File: src/rtl/force_release_ctrl.sv
// Force/release controller: q follows d_in on d_vld until a force request pins it to
// frc_val for a bounded number of cycles. Define FRC_SHADOW_EN to restore shadowed data on release.
module force_release_ctrl #(
  parameter int WIDTH = 8,
  parameter int CNT_W = 8
) (
  input  logic             clk,
  input  logic             rstn,
  input  logic [WIDTH-1:0] d_in,
  input  logic             d_vld,
  input  logic             frc_req,
  input  logic [WIDTH-1:0] frc_val,
  input  logic [CNT_W-1:0] frc_cycles,
  input  logic             rel_req,
  output logic             frc_ack,
  output logic [WIDTH-1:0] q,
  output logic             forced,
  output logic             rel_done
);

  typedef enum logic [1:0] {
    IDLE,
    FORCE,
    RELEASE
  } state_t;

  state_t           state;
  logic [CNT_W-1:0] cnt;
  logic [CNT_W-1:0] cnt_init;

  // A zero hold length still forces for one cycle.
  assign cnt_init = (frc_cycles == '0) ? CNT_W'(1) : frc_cycles;

`ifdef FRC_SHADOW_EN
  logic [WIDTH-1:0] shadow;
`endif

  // NOTE: all state uses non-blocking assignments so every register samples pre-edge values.
  always_ff @(posedge clk or negedge rstn) begin
    if (!rstn) begin
      state    <= IDLE;
      q        <= '0;
      cnt      <= '0;
      forced   <= 1'b0;
      frc_ack  <= 1'b0;
      rel_done <= 1'b0;
`ifdef FRC_SHADOW_EN
      shadow   <= '0;
`endif
    end else begin
      frc_ack  <= 1'b0;
      rel_done <= 1'b0;
      case (state)
        IDLE: begin
          if (frc_req) begin
            frc_ack <= 1'b1;
            q       <= frc_val;
            cnt     <= cnt_init;
            forced  <= 1'b1;
            state   <= FORCE;
`ifdef FRC_SHADOW_EN
            shadow  <= q;
`endif
          end else if (d_vld) begin
            q <= d_in;
          end
        end

        FORCE: begin
`ifdef FRC_SHADOW_EN
          if (d_vld) shadow <= d_in;
`endif
          // The counter exits at 1 and never decrements past it.
          if (cnt <= CNT_W'(1) || rel_req) begin
            forced   <= 1'b0;
            rel_done <= 1'b1;
            state    <= RELEASE;
`ifdef FRC_SHADOW_EN
            q        <= d_vld ? d_in : shadow;
`endif
          end else begin
            cnt <= cnt - CNT_W'(1);
          end
        end

        RELEASE: begin
          state <= IDLE;
          if (d_vld) q <= d_in;
        end

        default: state <= IDLE;
      endcase
    end
  end

endmodule

File: config.mk
export PLATFORM = sky130hd
export DESIGN_NAME = force_release_ctrl
export DESIGN_NICKNAME = d
export VERILOG_FILES = /design/src/rtl/force_release_ctrl.sv
export SDC_FILE = /design/constraint.sdc
export NUM_CORES = 1
export LEC_CHECK = 0
export ABC_CLOCK_PERIOD_IN_PS = 3000
export CORE_AREA = 2 2 59 61
export CTS_CLUSTER_DIAMETER = 30
export DETAILED_ROUTE_END_ITERATION = 10
export DIE_AREA = 0 0 61 63
export GPL_ROUTABILITY_DRIVEN = 0
export PLACE_DENSITY = 0.74
export SLEW_MARGIN = 20
export SYNTH_ARGS = -nofsm -noshare
export SYNTH_HDL_FRONTEND = slang
export SYNTH_SLANG_ARGS = --single-unit
export TNS_END_PERCENT = 1
File: constraint.sdc
create_clock -name clk -period 3 [get_ports clk]
set_clock_uncertainty 0.05 [all_clocks]
set_input_delay 0.3 -clock clk [delete_from_list [all_inputs] [get_ports clk]]
set_output_delay 0.3 -clock clk [all_outputs]
set_load 0.01 [all_outputs]
# Word-level counts from Yosys, hierarchy flattened
# Index checks and enable logic that the tools add are counted.
totals:
  out_inout_bits: 11
  register_bits: 21
  wordCells: 38
classes:
  reduce_logical: 8
  addsub: 1
  muxes: 17
  n_lt_le_gt_ge: 1
  n_eq_ne: 5
op_table:
  columns: ["operator", "n"]
  rows:
  - ["$mux W8", 5]
  - ["$pmux W8 S2", 2]
  - ["$le A8 B1 Y1 const B", 1]
  - ["$logic_not A8 Y1", 1]
  - ["$sub A8 B1 Y8 const B", 1]
  - ["$mux W1", 6]
  - ["$ne A2 B2 Y1 const B", 3]
  - ["$reduce_and A3 Y1", 2]
  - ["$mux W2", 2]
  - ["$pmux W2 S2", 1]
  - ["$reduce_bool A2 Y1", 2]
  - ["$eq A2 B1 Y1 const B", 1]
  - ["$eq A2 B2 Y1 const B", 1]
  - ["$logic_not A2 Y1", 1]
  - ["$pmux W1 S2", 1]
  - ["$reduce_and A2 Y1", 1]
  - ["$logic_or A1 B1 Y1", 1]

# Depth between registers and ports, before layout
# Gate-level depths: netlist of the first run.
logic_depth:
  depth_word: 4
  depth_mapped: 7
  ltp_nobuf: 6

# Worst setup path before layout of the first run
# OpenSTA, ideal clock, no wires.
synth_path:
  path_type: "register to register"
  from: "register cnt[4]"
  to: "register cnt[4]"
  path_stages_with_launch: 6
  path_slack_ns: 0.961
  setup_time_ns: 0.123
  path_buffers: 1
  t_arrival_ns: 1.866
  synth_period_minus_slack_ns: 2.039
  required_ns: 2.827
  path_cell_list: "dfrtp_1 -> or4_4 -> o41a_1 -> or2_1 -> buf_2 -> o221a_1"
synth_via:
  elab_chain_cells: 4
  elab_cells_between_ends: 7
synth_rtl:
  columns: ["element", "line", "text"]
  rows:
  - ["start, declared", "28", "logic [CNT_W-1:0] cnt;"]
  - ["start signal, assigned", "58", "cnt <= cnt_init;"]
  - ["start signal, assigned", "82", "cnt <= cnt - CNT_W'(1);"]
  - ["$le A8 B1 Y1", "74", "if (cnt <= CNT_W'(1) || rel_req) begin"]
  - ["$logic_or A1 B1 Y1", "74", null]
  - ["$ne A2 B2 Y1 (no source line)", null, null]
  - ["$reduce_and A3 Y1 (no source line)", null, null]
# Parallel ways exist; a longest one is shown, timed or not. The select of a mux whose other input is x is not followed.
# A chain may end at the register's enable or synchronous reset.

# Worst setup path in the final report of the first run
layout_path:
  from: "register cnt[5]"
  to: "register cnt[4]"
layout_via:
  elab_chain_cells: 4
layout_rtl:
  columns: ["element", "line"]
  rows:
  - ["$le A8 B1 Y1", "74"]
  - ["$logic_or A1 B1 Y1", "74"]
  - ["$ne A2 B2 Y1 (no source line)", null]
  - ["$reduce_and A3 Y1 (no source line)", null]
# Every way passes these cells.

==> results of run 1 <==
-- how the worst min path moves through the flow --
stage,startpoint,slack [ns],endpoint,cells after the start
floorplan,rstn,-0.05,cnt[0],0
global placement,q[4],0.42,q[4],2
detailed placement,q[5],0.42,q[5],2
CTS,q[5],0.45,q[5],2
global route,rstn,0.45,cnt[4],2
finish,rstn,0.42,cnt[0],2
-- area by class of cell --
class	instances	area [um2]	share of cell area, %
multi-input combinational	78	506.7	32.95
sequential	21	525.5	34.17
inverter	5	18.77	1.221
clock buffer	4	26.28	1.709
timing repair buffer	41	402.9	26.20
tap	46	57.56	3.743
-- registers in the layout, summed over array words and instances, names as in the netlist --
register  flops
state         2
frc_ack       1
cnt           8
rel_done      1
q             8
forced        1
-- routing by layer --
layer | global-route usage (%) | vias up
met1 | 17.71 | 481
met2 | 25.27 | 42
li1 | - | 491
met3 | 2.692 | 2
met4 | 4.076 | 0
met5 | 0 | -
-- critical path, delay by kind of cell (launching register included) --
family	cells	cell delay (ns)
simple gates	2	0.91
compound gates	2	0.82
flops	1	0.43
-- power by group through the flow --
stage | sequential (mW) | combinational, mW | clock (mW)
6_report | 0.521 | 0.554 | 0.135
5_1_grt | 0.542 | 0.613 | 0.157
4_1_cts | 0.520 | 0.559 | 0.143
3_5_place_dp | 0.527 | 0.555 | 0
3_3_place_gp | 0.522 | 0.535 | 0
2_1_floorplan | 0.528 | 0.299 | 0
-- cell families after synthesis --
kind of cell	after synthesis	share of synthesized area (%)
muxes	1	0.9303
buffers and inverters	11	4.070
adders and majority gates	2	2.325
and+or+nand+nor	41	20.93
DFF	21	48.84
AOI/OAI and AO/OA	34	22.91
-- synth_stat cells (2+ instances only) --
| master | n |
|---|---|
| dfrtp_1 | 21 |
| clkbuf_1 | 3 |
| o21ai_0 | 10 |
| nor3b_1 | 3 |
| nor3_1 | 4 |
| a22oi_1 | 8 |
| buf_2 | 2 |
| o21a_1 | 2 |
| nor2b_1 | 4 |
| inv_1 | 5 |
| a221o_1 | 2 |
| nand2_1 | 11 |
| a21oi_1 | 2 |
| nor2_1 | 6 |
| a31oi_1 | 2 |
| ha_1 | 2 |
| nor4_1 | 3 |
| or3_1 | 2 |
==> flow_summary.yaml, run 1 <==
global_route:
  grt_use_total_pct: 14.51
  grt_pass1_vias: 1002
  grt.overflow.total: 0
  antenna_found_initial: 0
  grt_max_degree: 22
  grt_pass1_wl_mm: 4.284
sta:
  hold_slack_ns: 0.4246
  report.final.slew_viol_count: 0
  worst_slack_ns: 0.6887
  setup_viol: 0
  rsz0062_at_grt: "no"
  fin_crit_ns: 2.311
  finalHoldViolations: 0
  finalSetupTns_ns: 0
  fmax_mhz: 432.7
  relSlewSlack_pct: 62.31
  worst_pin_slew_ns: 0.5643
  period_share_pct: 77.04
floorplanning:
  num_rows: 21
  die_w_um: 61
  die_h_um: 63
  fp.dieArea_um2: 3843
  coreArea_um2: 3232
  ios: 40
  start_util_pct: 33.29
setup_path:
  r2r_cells: 4
  path_cells: "or4_4 -> o41a_1 -> or2_1 -> o221a_1"
  r2r_setup_slack_ns: 0.69
  cp_max_fo: 12
  worstSetupStartpoint: "cnt[5]"
  critical_path_class: "register to register"
  startpoint_type: "register"
  cp.arrival_ns: 2.46
  r2r-end: "cnt[4]"
  crit_end: "cnt[4]"
  end_kind: "register"
  cpPeakStageDelay_ns: 0.57
  cp.required_ns: 3.14
  r2r-start: "cnt[5]"
  crit_path_top_delay_cell: "o41a_1"
finish:
  final_util_pct: 47.58
  area.growth.synth_to_final_pct: 42.91
  fillers: 311
  stdcell_count: 195
  layout_commonest_cell: "clkdlybuf4s50_1"
  drive_above_1_share_pct: 6.040
  stdcell_area_um2: 1538
  num_antenna_cells: 0
  layout_common_cells: "clkdlybuf4s50_1, dfrtp_1, nand2_1"
  layout.nets: 181
drt:
  wl_met3_um: 209
  wl_met1_mm: 1.215
  wl_met2_mm: 1.329
  viasPerCell: 5.210
  ant_nets: 0
  firstDrtPassIters: 4
  drt-total-wl_mm: 2.770
  first_iter_violations: 44
  highest_layer: "met4"
  drc: 0
  wl_per_cell_um: 14.21
  vias: 1016
power_and_ir_drop:
  finalPower_mw: 1.210
  p_switching_uw: 458.7
  power_density_nw_per_um2: 786.7
  switching_share_pct: 37.92
  internal_power_uw: 751.0
  p_leak_nw: 0.6276
  clockPowerShare_pct: 11.1
  pwr-share-seq_pct: 43.0
  combPwrFrac_pct: 45.8
  irDropWorstVdd_v: 0.0003645
logic_synthesis:
  yosys.area.top_type: "dfrtp_1"
  yosys_warnings: 0
  async_reset_ff_share_pct: 100.0
  ys_types: 36
  synth_top_area_share_pct: 48.84
  synth_cells: 110
  syn_area_um2: 1076
  avgSynthCellArea_um2: 9.782
  synth_nets: 141
  ys_seq_area_share_pct: 48.84
  ys_ff_latch: 21
  ys.flop_type: "dfrtp_1"
  synth_edf_count: 0
  yosys-top-cells-area: "dfrtp_1, a22oi_1, o21ai_0"
cts:
  clkLatencyLatePin_ns: 0.30
  clkTransAtPathRegs_ns: 0.11
  cts_made_buffers: 3
  cts_resized: 0
  cts_tree: "done"
  cts_htree_levels: 1
  cts_root_buf: "clkbuf_4"
  clockBufferDepth: 2
  cts_hold_buffers: 0
  clock-sinks: 21
  post_cts_buffers: 0
flow_run:
  drv_cap: 0
hold_path:
  hp-class: "primary input to asynchronous set/reset pin"
outcome:
  status: "finished clean"
placement:
  numPortBuffers: 39
  place_inst: 190
  hpwl_mm: 2.101
  dpl_cell_area_um2: 1506
  place_ws_ns: 0.7364
No activity file was read; power rests on OpenSTA's default activity.
==> run 2: changes to the inputs <==
--- a/config.mk
+++ b/config.mk
@@ -5,7 +5,7 @@
 export SDC_FILE = /design/constraint.sdc
 export NUM_CORES = 1
 export LEC_CHECK = 0
-export ABC_CLOCK_PERIOD_IN_PS = 3000
+export ABC_CLOCK_PERIOD_IN_PS = 2200
 export CORE_AREA = 2 2 59 61
 export CTS_CLUSTER_DIAMETER = 30
 export DETAILED_ROUTE_END_ITERATION = 10
==> constraint.sdc (replaced) <==
create_clock -name clk -period 2.2 [get_ports clk]
set_clock_uncertainty 0.05 [all_clocks]
set_input_delay 0.22 -clock clk [delete_from_list [all_inputs] [get_ports clk]]
set_output_delay 0.22 -clock clk [all_outputs]
set_load 0.01 [all_outputs]
==> run 2 against run 1 <==
  * Via count increased by 2.3%
  * Highest routed layer unchanged
  * Sequential power up 32%
  * Design area increased by 2.1%
  * Sequential share of layout area is 0.71 points lower
  * Largest power group unchanged
  * Largest cell class unchanged
==> flow_summary.yaml, run 2 (synthesis gave the netlist of run 1 again) <==
global_route:
  grtUsageMet3_pct: 3.313
  grt.busiest_layer: "met2"
  grt_use_total_pct: 14.52
  antenna_found_initial: 0
  gr-usage-met2_pct: 26.61
  grt.overflow.total: 0
  grt_pass1_wl_mm: 4.312
  grt_pass1_vias: 1044
  grt_max_degree: 22
  met1_usage_pct: 16.06
setup_path:
  cp_max_fo: 6
  cp.required_ns: 2.35
  path_cells: "or4_4 -> o41a_1 -> or2_1 -> o221a_1"
  critical_path_class: "register to register"
  cp.arrival_ns: 2.27
  startpoint_type: "register"
  cpPeakStageDelay_ns: 0.56
  r2r_cells: 4
  end_kind: "register"
  crit_path_top_delay_cell: "or4_4"
finish:
  biggestRegsByFlops: "cnt x8, q x8, state x2"
  num_antenna_cells: 0
  layout_common_cells: "clkdlybuf4s50_1, dfrtp_1, nand2_1"
  final_util_pct: 48.59
  layout_commonest_cell: "clkdlybuf4s50_1"
  area.growth.synth_to_final_pct: 45.93
  layout.nets: 185
  stdcell_area_um2: 1570
  drive_above_1_share_pct: 8.497
floorplanning:
  coreArea_um2: 3232
  fp.dieArea_um2: 3843
  num_rows: 21
  ios: 40
  die_w_um: 61
  die_h_um: 63
  start_util_pct: 33.29
cts:
  cts_htree_levels: 1
  clkTransAtPathRegs_ns: 0.11
  clock-sinks: 21
  post_cts_buffers: 0
  clkLatencyLatePin_ns: 0.30
  cts_root_buf: "clkbuf_4"
  cts_made_buffers: 3
  cts_tree: "done"
  clockBufferDepth: 2
placement:
  place_ws_ns: 0.03833
  dpl_cell_area_um2: 1544
  numPortBuffers: 39
  hpwl_mm: 2.137
drt:
  first_iter_violations: 23
  viasPerCell: 5.221
  vias: 1039
  firstDrtPassIters: 4
  ant_nets: 0
  drt-total-wl_mm: 2.711
  wl_per_cell_um: 13.62
  drc: 0
sta:
  finalSetupTns_ns: 0
  setup_viol: 0
  fmax_mhz: 470.3
  worst_pin_slew_ns: 0.5722
  finalHoldViolations: 0
  period_share_pct: 96.65
  rsz0062_at_grt: "no"
  relSlewSlack_pct: 61.78
  worst_slack_ns: 0.07377
  fin_crit_ns: 2.126
  report.final.slew_viol_count: 0
power_and_ir_drop:
  finalPower_mw: 1.680
  p_leak_nw: 0.6477
  power_density_nw_per_um2: 1070
  irDropWorstVdd_v: 0.0004475
outcome:
  status: "finished clean"
hold_path:
  hp-class: "primary input to asynchronous set/reset pin"
flow_run:
  drv_cap: 0
==> run 2: worst max-delay path: cells and delay by family (launching register included) <==
family | cells | cell delay [ns]
and+or+nand+nor | 2 | 0.87
AOI/OAI and AO/OA | 2 | 0.67
DFF | 1 | 0.43
==> run 2: final timing paths <==
path / endpoint / slack (ns) / startpoint
max: cnt[4] / 0.07 / cnt[5]
max reg2reg: cnt[4] / 0.07 / cnt[5]
min reg2reg: q[2] / 0.44 / q[2]
min in group clk: q[2] / 0.44 / q[2]
min: cnt[2] / 0.19 / rstn
max in group asynchronous: state[0] / 1.69 / rstn
==> run 2: area by class of cell <==
type,instances,area (um2)
inverter,5,18.77
multi-input combinational,78,506.7
tap,46,57.56
timing repair buffer,45,435.4
sequential,21,525.5
fill,301,1662
clock buffer,4,26.28
==> run 2: repair_timing <==
item,CTS,global route
endpoints found under the hold margin,0,0
hold buffers,0,0
setup endpoints to repair,0,1
resized for setup,0,0
==> run 2: through the flow <==
stage / cells / hold WS, ns
after floorplan: 110 / -0.1256
after global placement: 195 / 0.4164
after detailed placement: 195 / 0.4255
after CTS: 199 / 0.2043
after global routing: 199 / 0.1976
final: 199 / 0.1889
==> run 2: power breakdown <==
group          total, mW  switching, mW  internal [mW]
registers          0.686          0.132          0.554
clock network      0.182          0.111         0.0707
logic              0.812          0.382          0.430
==> run 2: metal layers <==
| metal | part of all wire [%] | routed length (um) |
|---|---|---|
| met2 | 50 | 1363 |
| met5 | 0 | 0 |
| met3 | 10 | 274 |
| met4 | 0.37 | 10 |
| met1 | 39 | 1063 |
